==> config.mk <==
export PLATFORM = sky130hd
export DESIGN_NAME = usb_rx
export DESIGN_NICKNAME = d
export VERILOG_FILES = /design/src/rtl/usb_rx.sv
export SDC_FILE = /design/constraint.sdc
export NUM_CORES = 1
export LEC_CHECK = 0
export CORE_MARGIN = 3
export CORE_UTILIZATION = 57
export CTS_BUF_LIST = sky130_fd_sc_hd__clkbuf_16
export DETAILED_ROUTE_END_ITERATION = 16
export PLACE_DENSITY = 0.79
export SYNTH_ARGS = -nofsm -noshare
export SYNTH_HDL_FRONTEND = slang
export SYNTH_SLANG_ARGS = --single-unit
==> constraint.sdc <==
create_clock -name clk48 -period 3.3 [get_ports clk48]
set_clock_uncertainty 0.15 [all_clocks]
set_input_delay 0.66 -clock clk48 [delete_from_list [all_inputs] [get_ports clk48]]
set_output_delay 0.66 -clock clk48 [all_outputs]
set_load 0.005 [all_outputs]
==> src/rtl/usb_rx.sv <==
// usb_rx: USB full-speed receiver with phase-tracking bit recovery, NRZI decode, unstuffing, SYNC/EOP and PID check.
// Define USB_RX_CRC_EN to build CRC5/CRC16 residual checking; otherwise rx_crc_err is tied low.
module usb_rx #(
   parameter int CLK_PER_BIT  = 4,
   parameter int RESET_CYCLES = 120,
   parameter int SAMPLE_PHASE = CLK_PER_BIT / 2
) (
   input  logic       clk48,
   input  logic       rst_n,
   input  logic       usb_d_p,
   input  logic       usb_d_n,
   output logic       rx_active,
   output logic       rx_sop,
   output logic [7:0] rx_data,
   output logic       rx_valid,
   output logic       rx_pid_ok,
   output logic       rx_eop,
   output logic       rx_err,
   output logic       rx_crc_err,
   output logic       bus_reset
);
   localparam int PW = $clog2(CLK_PER_BIT);
   localparam int RW = $clog2(RESET_CYCLES + 1);
   typedef enum logic [2:0] {IDLE, SYNC, DATA, EOP_WAIT, DRAIN} state_t;
   state_t state_q, state_d;
   logic [1:0] meta_q, meta_d, line_q, line_d, last_q, last_d;
   logic [PW-1:0] phase_q, phase_d, ph;
   logic [RW-1:0] se0_cnt_q, se0_cnt_d;
   logic [7:0] sr_q, sr_d;
   logic [3:0] cnt_q, cnt_d;
   logic [2:0] ones_q, ones_d;
   logic lvl_q, lvl_d, first_q, first_d, err_q, err_d;
   logic active_d, sop_d, valid_d, pid_ok_d, eop_d, rx_err_d, crc_err_d, bus_reset_d;
   logic se0, j, k, chg, samp, bit_in, stuffed, crc_bad;
   assign se0     = line_q[1] == line_q[0];
   assign j       = line_q == 2'b10;
   assign k       = line_q == 2'b01;
   assign chg     = !se0 && last_q[1] != last_q[0] && line_q != last_q;
   assign ph      = chg ? '0 : phase_q;
   assign samp    = ph == PW'(SAMPLE_PHASE);
   assign bit_in  = line_q[1] == lvl_q;
   assign stuffed = ones_q == 3'd6;
   assign rx_data = sr_q;
   always_comb begin
      meta_d      = {usb_d_p, usb_d_n};
      line_d      = meta_q;
      last_d      = line_q;
      phase_d     = (ph == PW'(CLK_PER_BIT - 1)) ? '0 : ph + 1'b1;
      se0_cnt_d   = !se0 ? '0 : (se0_cnt_q == RW'(RESET_CYCLES)) ? se0_cnt_q : se0_cnt_q + 1'b1;
      bus_reset_d = se0_cnt_d == RW'(RESET_CYCLES);
      state_d     = state_q;
      lvl_d       = lvl_q;
      ones_d      = ones_q;
      cnt_d       = cnt_q;
      sr_d        = sr_q;
      first_d     = first_q;
      err_d       = err_q;
      sop_d       = 1'b0;
      valid_d     = 1'b0;
      pid_ok_d    = 1'b0;
      eop_d       = 1'b0;
      rx_err_d    = 1'b0;
      crc_err_d   = 1'b0;
      if (samp) begin
         if (!se0) lvl_d = line_q[1];
         if (!se0 && (state_q == SYNC || state_q == DATA)) ones_d = bit_in ? ones_q + 3'd1 : 3'd0;
         case (state_q)
            IDLE: begin
               lvl_d  = ~k;
               ones_d = 3'd0;
               if (k) begin
                  state_d = SYNC;
                  sr_d    = '0;
                  cnt_d   = 4'd1;
                  err_d   = 1'b0;
                  first_d = 1'b1;
               end
            end
            SYNC: begin
               if (se0) state_d = IDLE;
               else begin
                  sr_d  = {bit_in, sr_q[7:1]};
                  cnt_d = cnt_q + 4'd1;
                  if (sr_d == 8'h80) begin
                     state_d = DATA;
                     sop_d   = 1'b1;
                     cnt_d   = '0;
                  end else if (cnt_q == 4'd11) state_d = IDLE;
               end
            end
            DATA: begin
               if (se0) begin
                  state_d = EOP_WAIT;
                  err_d   = err_q | (cnt_q[2:0] != 3'd0);
               end else if (stuffed && bit_in) begin
                  state_d = DRAIN;
                  err_d   = 1'b1;
               end else if (!stuffed) begin
                  sr_d  = {bit_in, sr_q[7:1]};
                  cnt_d = {1'b0, cnt_q[2:0] + 3'd1};
                  if (cnt_q[2:0] == 3'd7) begin
                     valid_d = 1'b1;
                     first_d = 1'b0;
                     if (first_q) begin
                        pid_ok_d = sr_d[7:4] == ~sr_d[3:0];
                        err_d    = err_q | !pid_ok_d;
                     end
                  end
               end
            end
            EOP_WAIT: if (!se0) begin
               state_d   = IDLE;
               eop_d     = 1'b1;
               rx_err_d  = err_q | !j | crc_bad;
               crc_err_d = crc_bad;
            end
            DRAIN: if (se0) state_d = EOP_WAIT;
            default: state_d = IDLE;
         endcase
      end
      // a qualified bus reset silently abandons any packet in flight
      if (bus_reset_d) state_d = IDLE;
      active_d = state_d == DATA || state_d == EOP_WAIT;
   end
`ifdef USB_RX_CRC_EN
   logic [4:0] crc5_q, crc5_d;
   logic [15:0] crc16_q, crc16_d;
   logic [1:0] pid_type_q, pid_type_d;
   logic data_bit;
   assign data_bit = samp && state_q == DATA && !se0 && !stuffed && !first_q;
   always_comb begin
      crc5_d     = crc5_q;
      crc16_d    = crc16_q;
      pid_type_d = pid_type_q;
      if (sop_d) begin
         crc5_d     = '1;
         crc16_d    = '1;
         pid_type_d = 2'b10;
      end else if (data_bit) begin
         crc5_d  = {crc5_q[3:0], 1'b0} ^ ((bit_in ^ crc5_q[4]) ? 5'h05 : 5'h00);
         crc16_d = {crc16_q[14:0], 1'b0} ^ ((bit_in ^ crc16_q[15]) ? 16'h8005 : 16'h0000);
      end
      if (valid_d && first_q) pid_type_d = sr_d[1:0];
   end
   always_ff @(posedge clk48 or negedge rst_n) begin
      if (!rst_n) begin
         crc5_q     <= '1;
         crc16_q    <= '1;
         pid_type_q <= 2'b10;
      end else begin
         crc5_q     <= crc5_d;
         crc16_q    <= crc16_d;
         pid_type_q <= pid_type_d;
      end
   end
   assign crc_bad = (pid_type_q == 2'b01 && crc5_q != 5'b01100) ||
                    (pid_type_q == 2'b11 && crc16_q != 16'h800D);
`else
   assign crc_bad = 1'b0;
`endif
   always_ff @(posedge clk48 or negedge rst_n) begin
      if (!rst_n) begin
         state_q    <= IDLE;
         meta_q     <= 2'b10;
         line_q     <= 2'b10;
         last_q     <= 2'b10;
         phase_q    <= '0;
         se0_cnt_q  <= '0;
         sr_q       <= '0;
         cnt_q      <= '0;
         ones_q     <= '0;
         lvl_q      <= 1'b1;
         first_q    <= 1'b0;
         err_q      <= 1'b0;
         rx_active  <= 1'b0;
         rx_sop     <= 1'b0;
         rx_valid   <= 1'b0;
         rx_pid_ok  <= 1'b0;
         rx_eop     <= 1'b0;
         rx_err     <= 1'b0;
         rx_crc_err <= 1'b0;
         bus_reset  <= 1'b0;
      end else begin
         state_q    <= state_d;
         meta_q     <= meta_d;
         line_q     <= line_d;
         last_q     <= last_d;
         phase_q    <= phase_d;
         se0_cnt_q  <= se0_cnt_d;
         sr_q       <= sr_d;
         cnt_q      <= cnt_d;
         ones_q     <= ones_d;
         lvl_q      <= lvl_d;
         first_q    <= first_d;
         err_q      <= err_d;
         rx_active  <= active_d;
         rx_sop     <= sop_d;
         rx_valid   <= valid_d;
         rx_pid_ok  <= pid_ok_d;
         rx_eop     <= eop_d;
         rx_err     <= rx_err_d;
         rx_crc_err <= crc_err_d;
         bus_reset  <= bus_reset_d;
      end
   end
endmodule

==> metrics, run 1 <==
status finished clean; grt ovf 0; cells after synthesis 230; nets between 200 and 300; H-tree depth 2; first-pass GRT wire length between 6000 and 7000 um; Pwr Density approximately 700 nW/um2; crit-path cells inv_1, a21oi_1, nand2_1, a21oi_1, nand2b_1, ha_1, nor2b_1, nand4b_1, nor4_1, a211oi_1, nor3_1; via count 1636; number of synthesized register bits 43; Seq/Total Area, Yosys 48.4%; # Post-CTS Setup Buffers 0; die width 68.6 um; n_diodes 0; minimum clock period 2.82 ns; WP data arrival about 2.9 ns; ys async rst share 100%; latest clock arrival within the worst-skew pair 0.28 ns; Core Area between 3000 and 4000 um2; endpoints failing setup 0; RSZ-0062 raised after global routing false; share of cells above drive strength 1 around a tenth; Top FF cell, synth dfrtp_1; Tcrit/Tclk final between 80% and 90%; CP Launch Type register; Post-synth EDFFs 0; DIE HEIGHT approximately 69 um; Worst path max stage delay 0.61 ns; Fillers roughly 280; Clock Sinks 43; Syn Nets between 200 and 250; die area about 4700 um2; crit path from last_d[1]$_DFF_PN1_; headroom to the max-slew limit ~40%; post-DP HPWL about 3000 um; I/O Buffers 18; setup TNS 0 ns; Total GRT Usage 19.8%; crit path to rx_active$_DFF_PN0_; hold slack roughly 0.2 ns; origin of the critical flop-to-flop path last_d[1]$_DFF_PN1_; most frequent CP cell a21oi_1; per-cell routed wire length 14.4 um; # hold bufs at CTS 0; total CTS buffers 5; Area growth syn-to-layout 15.6%; First-pass DRT Iterations 4; Syn Area/Cell approximately 9.7 um2; YS warnings 0; initial DRC count 268; DRC 0; clock tree buffer depth 2; vias in the first global route 1440; WL final between 4000 and 5000 um; Worst-path clk slew around 0.060 ns; Worst Path Required roughly 3.4 ns; fin. max-slew vios 0; GPL Wtd Cong slightly below 0.9; critical path capture point type register; antenna violations before repair 0; crit path max fanout 11; CTS tree done; num ports 20; vias per cell between 5 and 6; Hold Path Class register to register; Initial Utilization roughly 60%; Post-Synthesis Cell Area between 2000 and 2500 um2; Fmax approximately 350 MHz; RR Endpoint rx_active$_DFF_PN0_; CP max stage cell dfstp_2; Max IR drop VDD between 400 and 500 uV; worst reg-to-reg setup slack 0.48 ns; largest net degree at the start of global routing 44; post-synthesis cell type count 50; post-CTS sizing 0; Max Cap Violations 0; WHS Path Cells 0; Root Driver clkbuf_16; Static Leakage around 1.1 nW; Slew @ Worst Pin ~0.91 ns; R2R cell count 11; Site Rows 22; Post-DRT Antenna Nets 0; Setup CP Type register to register; final hold vios 0
==> cells in the mapped netlist (all sizes together) (2+ instances only) <==
cell type / instances / area (um2)
dfrtp: 39 / 976
nand2: 32 / 120
o21ai: 23 / 119
inv: 12 / 45.0
ha: 10 / 125
nand2b: 10 / 62.6
a21oi: 9 / 48.8
clkbuf: 9 / 33.8
nor2: 8 / 30.0
nand3: 7 / 35.0
nor2b: 7 / 43.8
xor2: 6 / 60.1
nor3: 5 / 25.0
dfstp: 4 / 105
xnor2: 4 / 35.0
and2: 3 / 18.8
nor3b: 3 / 22.5
nor4b: 3 / 32.5
o31ai: 3 / 22.5
or3: 3 / 18.8
a21boi: 2 / 15.0
buf: 2 / 12.5
mux2: 2 / 22.5
mux2i: 2 / 20.0
nor4: 2 / 18.8
o211ai: 2 / 15.0
o41ai: 2 / 17.5
or4: 2 / 18.8
==> worst min path at each step <==
stage / startpoint / to / slack, ns
6_report: line_d[0]$_DFF_PN0_ / last_d[0]$_DFF_PN0_ / 0.20
5_1_grt: line_d[1]$_DFF_PN1_ / last_d[1]$_DFF_PN1_ / 0.21
4_1_cts: line_d[1]$_DFF_PN1_ / last_d[1]$_DFF_PN1_ / 0.21
3_5_place_dp: line_d[1]$_DFF_PN1_ / last_d[1]$_DFF_PN1_ / 0.20
3_3_place_gp: line_d[0]$_DFF_PN0_ / last_d[0]$_DFF_PN0_ / 0.19
2_1_floorplan: line_d[0]$_DFF_PN0_ / last_d[0]$_DFF_PN0_ / 0.18
==> report_power, final <==
part	internal, W	total [W]	switching, W
logic	0.000269	0.000586	0.000317
registers	0.000632	0.000757	0.000125
clock network	0.000273	0.000461	0.000188
==> cells in the final DEF, fill, tap and decap left out, types with 2 or more instances in the layout <==
cell	netlist	final
a21boi_0	2	2
a21oi_1	8	8
and2_1	3	3
buf_4	1	3
clkbuf_16	0	5
clkdlybuf4s50_1	0	17
dfrtp_1	39	39
dfstp_2	4	4
ha_1	10	10
inv_1	12	14
mux2_2	2	2
mux2i_1	2	2
nand2_1	32	32
nand2b_1	10	10
nand3_1	7	7
nor2_1	8	8
nor2b_1	7	7
nor3_1	5	5
nor3b_1	3	3
nor4b_1	2	2
o211ai_1	2	2
o21ai_0	21	21
o31ai_1	3	3
o41ai_1	2	2
or3_1	3	3
xnor2_1	4	4
xor2_1	5	5
==> through the flow <==
step | setup WS, ns | utilization, % | cells | area [um2] | power [W]
floorplan | 0.363 | - | 230 | 2230 | 0.00117
global placement | 0.695 | 65.8 | 288 | 2450 | 0.00133
detailed placement | 0.516 | 65.8 | 288 | 2450 | 0.00135
CTS | 0.514 | 69.5 | 296 | 2580 | 0.00181
global route | 0.205 | 69.5 | 296 | 2580 | 0.00193
finish | 0.481 | 69.5 | 296 | 2580 | 0.00180
==> critical path: cells and delay by family, from the launching register on <==
kind                       cells  cell delay [ns]
DFF                            1             0.61
and+or+nand+nor                6             1.08
adders and majority gates      1             0.34
buffers and inverters          1             0.10
AOI/OAI and AO/OA              3             0.47
==> routing by layer <==
metal  up-vias  part of all wire (%)  global-route usage [%]
li1        823                     -                       -
met4         0                   1.4                    6.95
met3         7                   4.3                    5.35
met5         -                     0                       0
met2        36                    44                    26.6
met1       770                    51                    30.0
==> layout make-up <==
class	instances	area, um2	area share (%)
Sequential cell	43	1080	41.8
Multi-Input combinational cell	164	1060	41.1
Timing Repair Buffer	21	198	7.65
Clock buffer	5	125	4.84
Tap cell	48	60.1	2.32
Inverter	12	45.0	1.74
Clock inverter	3	12.5	0.484
==> sequential cells by signal, summed over array words and instances (netlist names) <==
name	cells
line_d	2
se0_cnt_q	7
lvl_q	1
ones_q	3
rx_active	1
rx_pid_ok	1
err_q	1
rx_valid	1
state_q	3
first_q	1
phase_q	2
last_d	2
last_q	2
rx_data	8
rx_err	1
bus_reset	1
rx_eop	1
cnt_q	4
rx_sop	1
==> logic make-up after synthesis <==
kind of cell | after synthesis | share of synthesized area [%]
xor gates and xnor gates | 10 | 4.26
muxes | 4 | 1.90
AOI/OAI and AO/OA | 49 | 13.8
other | 1 | 0.168
buffers and inverters | 23 | 4.09
DFF | 43 | 48.4
and+or+nand+nor | 90 | 21.8
adders and majority gates | 10 | 5.60
No activity file was read; power rests on OpenSTA's default activity.
==> inputs of run 2 (changes only) <==
CORE_UTILIZATION = 41   (was 57)
HOLD_SLACK_MARGIN = 0.12   (was unset)
PLACE_DENSITY = unset   (was 0.79)
==> run 2 against run 1 <==
Global-route usage down 5.1 points; via count down 2.5%; first-iteration DRC count down 49%; setup slack worse by 0.013 ns; critical path type unchanged; highest routed layer unchanged.
==> metrics, run 2 (same netlist as run 1, synthesis figures left out) <==
Max Cap Violations 0 (unchanged); WL final 4070 um (-4.8%); via count 1595 (-2.5%); Site Rows 26 (+18%); post-CTS sizing 0 (unchanged); Area growth syn-to-layout 17.7%; crit path max fanout 14 (+3); headroom to the max-slew limit 39.4% (-0.20 points); commonest non-fill, non-tap cells in the layout dfrtp_1, nand2_1, o21ai_0; status finished clean; nets 260 (-0.38%); # hold bufs at CTS 0 (unchanged); Slew @ Worst Pin 0.910 ns (+0.00303 ns); origin of the critical flop-to-flop path last_d[1]$_DFF_PN1_; Worst Path Required 3.34 ns (about the same); Worst path max stage delay 0.61 ns (about the same); most common cell after layout, fill and taps aside dfrtp_1; Clock Sinks 43 (unchanged); vias per cell 5.03 (-9.0%); DP Worst Slack 0.466 ns (-0.0505 ns); max reg flops 8 (unchanged); Pwr Density 710 nW/um2 (+1.7%); post-DP HPWL 2880 um (-4.7%); largest net degree at the start of global routing 44 (unchanged); H-tree depth 2 (unchanged); latest clock arrival within the worst-skew pair 0.28 ns (about the same); Max IR drop VDD 364 uV (-21%); worst reg-to-reg setup slack 0.47 ns (about the same); Root Driver clkbuf_16; Fmax 353 MHz (-0.46%); vias in the first global route 1575 (+9.4%); R2R cell count 10 (-1); HP Start line_d[0]$_DFF_PN0_; I/O Buffers 18 (unchanged); per-cell routed wire length 12.8 um (-11%); Core Area 5200 um2 (+40%); antenna violations before repair 0 (unchanged); post-route worst setup slack 0.468 ns (-0.0131 ns); n_diodes 0 (unchanged); die area 6370 um2 (+35%); Total GRT Usage 14.7% (-5.1 points); initial DRC count 138 (-49%); WP data arrival 2.87 ns (about the same); Setup CP Type register to register; GPL Wtd Cong 0.775 (-13%); worst hold endpoint last_d[0]$_DFF_PN0_; num ports 20 (unchanged); crit path buf inv count 2 (+1); placed insts 309 (+7.3%); First-pass DRT Iterations 5 (+1); total CTS buffers 5 (unchanged); WHS Path Cells 0 (unchanged); die width 79.8 um (+16%); CP Launch Type register; Finished Layout Cells 317 (+7.1%); CTS tree done; Static Leakage 1.11 nW (about the same); # Post-CTS Setup Buffers 0 (unchanged); CP max stage cell dfstp_2; crit-path cells inv_1, a21oi_1, nand2_1, a21oi_1, nand2b_1, ha_1, nor2b_1, o21ai_1, buf_4, o21ai_0; minimum clock period 2.83 ns (+0.0131 ns); critical path capture point type register; DIE HEIGHT 79.8 um (+16%); Worst-path clk slew 0.06 ns (about the same); most frequent CP cell a21oi_1; cell family with most CP delay compound AO/OA/AOI/OAI gates; final hold vios 0 (unchanged); Initial Utilization 42.9% (-17 points); Hold Path Class register to register; RR Endpoint first_q$_DFFE_PN0P_; Final Util 50.5% (-19 points); Post-DRT Antenna Nets 0 (unchanged); DRC 0 (unchanged); endpoints failing setup 0 (unchanged); clock tree buffer depth 2 (unchanged); share of cells above drive strength 1 9.72% (+0.039 points); fin. max-slew vios 0 (unchanged); Tcrit/Tclk final 85.8% (+0.40 points); RSZ-0062 raised after global routing false; setup TNS 0 ns (unchanged); first-pass GRT wire length 7370 um (+8.0%); grt ovf 0 (unchanged)
run 2: cell types whose count changed in the layout (fill, tap and decap cells not counted), sizes merged:
cell and change:
clkinv +1, bufinv +1, buf -1, inv -2
run 2: how the worst max path moves through the flow:
stage	from	endpoint	slack, ns	cells past startpoint
2_1_floorplan	last_d[1]$_DFF_PN1_	rx_active$_DFF_PN0_	0.36	11
3_3_place_gp	last_d[1]$_DFF_PN1_	cnt_q[3]$_DFFE_PN0P_	0.53	9
3_5_place_dp	last_d[1]$_DFF_PN1_	first_q$_DFFE_PN0P_	0.47	9
4_1_cts	last_d[1]$_DFF_PN1_	first_q$_DFFE_PN0P_	0.43	10
5_1_grt	last_d[1]$_DFF_PN1_	first_q$_DFFE_PN0P_	0.08	10
6_report	last_d[1]$_DFF_PN1_	first_q$_DFFE_PN0P_	0.47	10
run 2: worst reg2reg max path, delay by kind of cell, from the launching register on:
family	cells	cell delay (ns)
adders and majority gates	1	0.35
DFF	1	0.61
and+or+nand+nor	3	0.45
AOI/OAI and AO/OA	4	0.80
buffers and inverters	2	0.38
run 2: layout make-up:
type / instances / area [um2]
Clock buffer: 5 / 125
Clock inverter: 3 / 38.8
Fill cell: 493 / 2570
Inverter: 12 / 45.0
Multi-Input combinational cell: 164 / 1060
Sequential cell: 43 / 1080
Tap cell: 70 / 87.6
Timing Repair Buffer: 20 / 190
run 2: layer usage:
metal | up-vias | part of all wire (%) | track usage, % | wire (um)
met2 | 17 | 42 | 21.6 | 1720
li1 | 825 | - | - | -
met3 | 8 | 3.5 | 3.16 | 141
met5 | - | 0 | 0 | 0
met4 | 0 | 1.7 | 5.07 | 68
met1 | 745 | 53 | 21.2 | 2140
run 2: power breakdown:
part           leakage, nW  internal [W]  switching (W)
Sequential           0.549      0.000632       0.000123
Combinational        0.484      0.000264       0.000311
Clock               0.0812      0.000352       0.000185
Total                 1.11       0.00125       0.000619
run 2: metrics by stage:
stage / hold WS [ns] / instance area (um2) / total power, W
2_1_floorplan: 0.181 / 2230 / 0.00117
3_3_place_gp: 0.186 / 2470 / 0.00134
3_5_place_dp: 0.188 / 2470 / 0.00134
4_1_cts: 0.206 / 2630 / 0.00189
5_1_grt: 0.208 / 2630 / 0.00202
6_report: 0.201 / 2630 / 0.00187
==> inputs of run 3 (changes only) <==
CORE_MARGIN = 8   (was 3)
CORE_UTILIZATION = 55   (was 41)
PLACE_DENSITY = 0.77   (was unset)
==> run 3 against run 2 <==
Final area down 0.24%; first-iteration DRC count down 10%; via count up 6.3%; sequential share of layout area up 0.098 points; clock-buffer cell count unchanged; combinational power up 4.7%; sequential power about the same; critical path type unchanged; critical endpoint is now rx_data[7]$_DFFE_PN0P_; largest power group unchanged.
==> metrics, run 3 (same netlist as run 1, synthesis figures left out) <==
Tcrit/Tclk final 88.9% (+3.1 points); GPL Wtd Cong 0.850 (+9.6%); Worst Path Required 3.31 ns (-0.03 ns); Root Driver clkbuf_16; DRC 0 (unchanged); First-pass DRT Iterations 5 (unchanged); crit path max fanout 13 (-1); largest net degree at the start of global routing 44 (unchanged); CP max stage cell dfstp_2; headroom to the max-slew limit 38.4% (-0.91 points); Initial Utilization 56.7% (+14 points); vias per cell 5.69 (+13%); clock tree buffer depth 2 (unchanged); max reg flops 8 (unchanged); WL final 4500 um (+11%); Worst path max stage delay 0.61 ns (about the same); final hold vios 0 (unchanged); WHS Path Cells 0 (unchanged); endpoints failing setup 0 (unchanged); Static Leakage 1.12 nW (+0.67%); status finished clean; Pwr Density 726 nW/um2 (+2.3%); total design power 0.00191 W (+2.0%); RSZ-0062 raised after global routing false; vias in the first global route 1694 (+7.6%); setup TNS 0 ns (unchanged); R2R cell count 11 (+1); Seq. cell area 1080 um2 (unchanged); origin of the critical flop-to-flop path last_d[1]$_DFF_PN1_; die width 79.7 um (-0.11%); # Post-CTS Setup Buffers 0 (unchanged); multi-input logic area 1070 um2 (+0.59%); crit-path cells inv_1, a21oi_1, nand2_1, a21oi_1, nand2b_1, ha_1, nor2b_1, o21ai_1, buf_4, nand2_1, o21ai_0; num ports 20 (unchanged); RR Endpoint rx_data[7]$_DFFE_PN0P_; Fillers 296 (-40%); n_diodes 0 (unchanged); worst hold endpoint last_d[1]$_DFF_PN1_; Worst-path clk slew 0.06 ns (about the same); Clock Sinks 43 (unchanged); Setup CP Type register to register; post-DP HPWL 3120 um (+8.5%); commonest non-fill, non-tap cells in the layout dfrtp_1, nand2_1, o21ai_0; hold slack 0.212 ns (+0.0115 ns); die area 6360 um2 (-0.21%); Core Area 3940 um2 (-24%); per-cell routed wire length 15.1 um (+18%); Fmax 341 MHz (-3.5%); share of cells above drive strength 1 10.9% (+1.2 points); minimum clock period 2.93 ns (+0.102 ns); Total GRT Usage 15.4% (+0.73 points); initial DRC count 124 (-10%); CP Launch Type register; latest clock arrival within the worst-skew pair 0.28 ns (about the same); nets 261 (+0.38%); via count 1695 (+6.3%); Max Cap Violations 0 (unchanged); Site Rows 23 (-12%); DIE HEIGHT 79.7 um (-0.11%); critical path capture point type register; HP Start line_d[1]$_DFF_PN1_; worst reg-to-reg setup slack 0.37 ns (-0.10 ns); grt ovf 0 (unchanged); first-pass GRT wire length 7770 um (+5.4%); Area growth syn-to-layout 17.4%; Slew @ Worst Pin 0.923 ns (+0.0136 ns); I/O Buffers 18 (unchanged); antenna violations before repair 0 (unchanged); Hold Path Class register to register; Post-DRT Antenna Nets 0 (unchanged); fin. max-slew vios 0 (unchanged); most common cell after layout, fill and taps aside dfrtp_1; H-tree depth 2 (unchanged); total CTS buffers 5 (unchanged); WP data arrival 2.94 ns (+0.07 ns); CTS tree done; Max IR drop VDD 388 uV (+6.6%)
run 3: cell type report:
cell class	count	share of cell area, %
sequential	43	41.2
multi-input combinational	164	40.7
inverter	12	1.72
clock buffer	5	4.77
clock inverter	3	1.67
tap	50	2.38
timing repair buffer	21	7.53
run 3: worst max-delay path, delay by kind of cell, from the launching register on:
| family | cells | cell delay, ns |
|---|---|---|
| buffers and inverters | 2 | 0.38 |
| AO/OA/AOI/OAI | 4 | 0.76 |
| adder cells (fa/ha/maj) | 1 | 0.36 |
| flip-flops | 1 | 0.61 |
| AND/OR/NAND/NOR | 4 | 0.55 |
run 3: routing by layer:
metal	vias to the layer above	global-route usage, %	wire (um)
met5	-	0	0
met4	0	7.27	68
met3	6	4.95	208
met2	32	24.0	2150
met1	829	18.8	2080
li1	828	-	-
run 3: worst max-delay path by stage:
stage	startpoint	endpoint	slack [ns]	cells past startpoint
after global routing	last_d[1]$_DFF_PN1_	rx_data[7]$_DFFE_PN0P_	0.11	11
after global placement	last_d[1]$_DFF_PN1_	rx_active$_DFF_PN0_	0.51	11
final	last_d[1]$_DFF_PN1_	rx_data[7]$_DFFE_PN0P_	0.37	11
after detailed placement	last_d[1]$_DFF_PN1_	rx_active$_DFF_PN0_	0.42	11
after floorplan	last_d[1]$_DFF_PN1_	rx_active$_DFF_PN0_	0.36	11
after CTS	last_d[1]$_DFF_PN1_	rx_active$_DFF_PN0_	0.35	11
run 3: timing repair:
action | 4_1_cts | 5_1_grt
endpoints found under the setup margin | 0 | 1
hold buffers | 0 | 0
gates resized for setup | 0 | 1
run 3: through the flow:
| stage | utilization (%) | std cells | worst slack [ns] | instance area [um2] |
|---|---|---|---|---|
| after CTS | 66.4 | 298 | 0.352 | 2620 |
| after floorplan | - | 230 | 0.363 | 2230 |
| after global placement | 62.1 | 290 | 0.514 | 2450 |
| after global routing | 66.6 | 298 | 0.110 | 2620 |
| after detailed placement | 62.1 | 290 | 0.419 | 2450 |
| final | 66.6 | 298 | 0.366 | 2620 |
run 3: power by group:
group / internal, W / switching (W) / total, W
clock: 0.000356 / 0.000193 / 0.000549
combinational: 0.000270 / 0.000332 / 0.000602
sequential: 0.000632 / 0.000122 / 0.000754
total: 0.00126 / 0.000647 / 0.00191
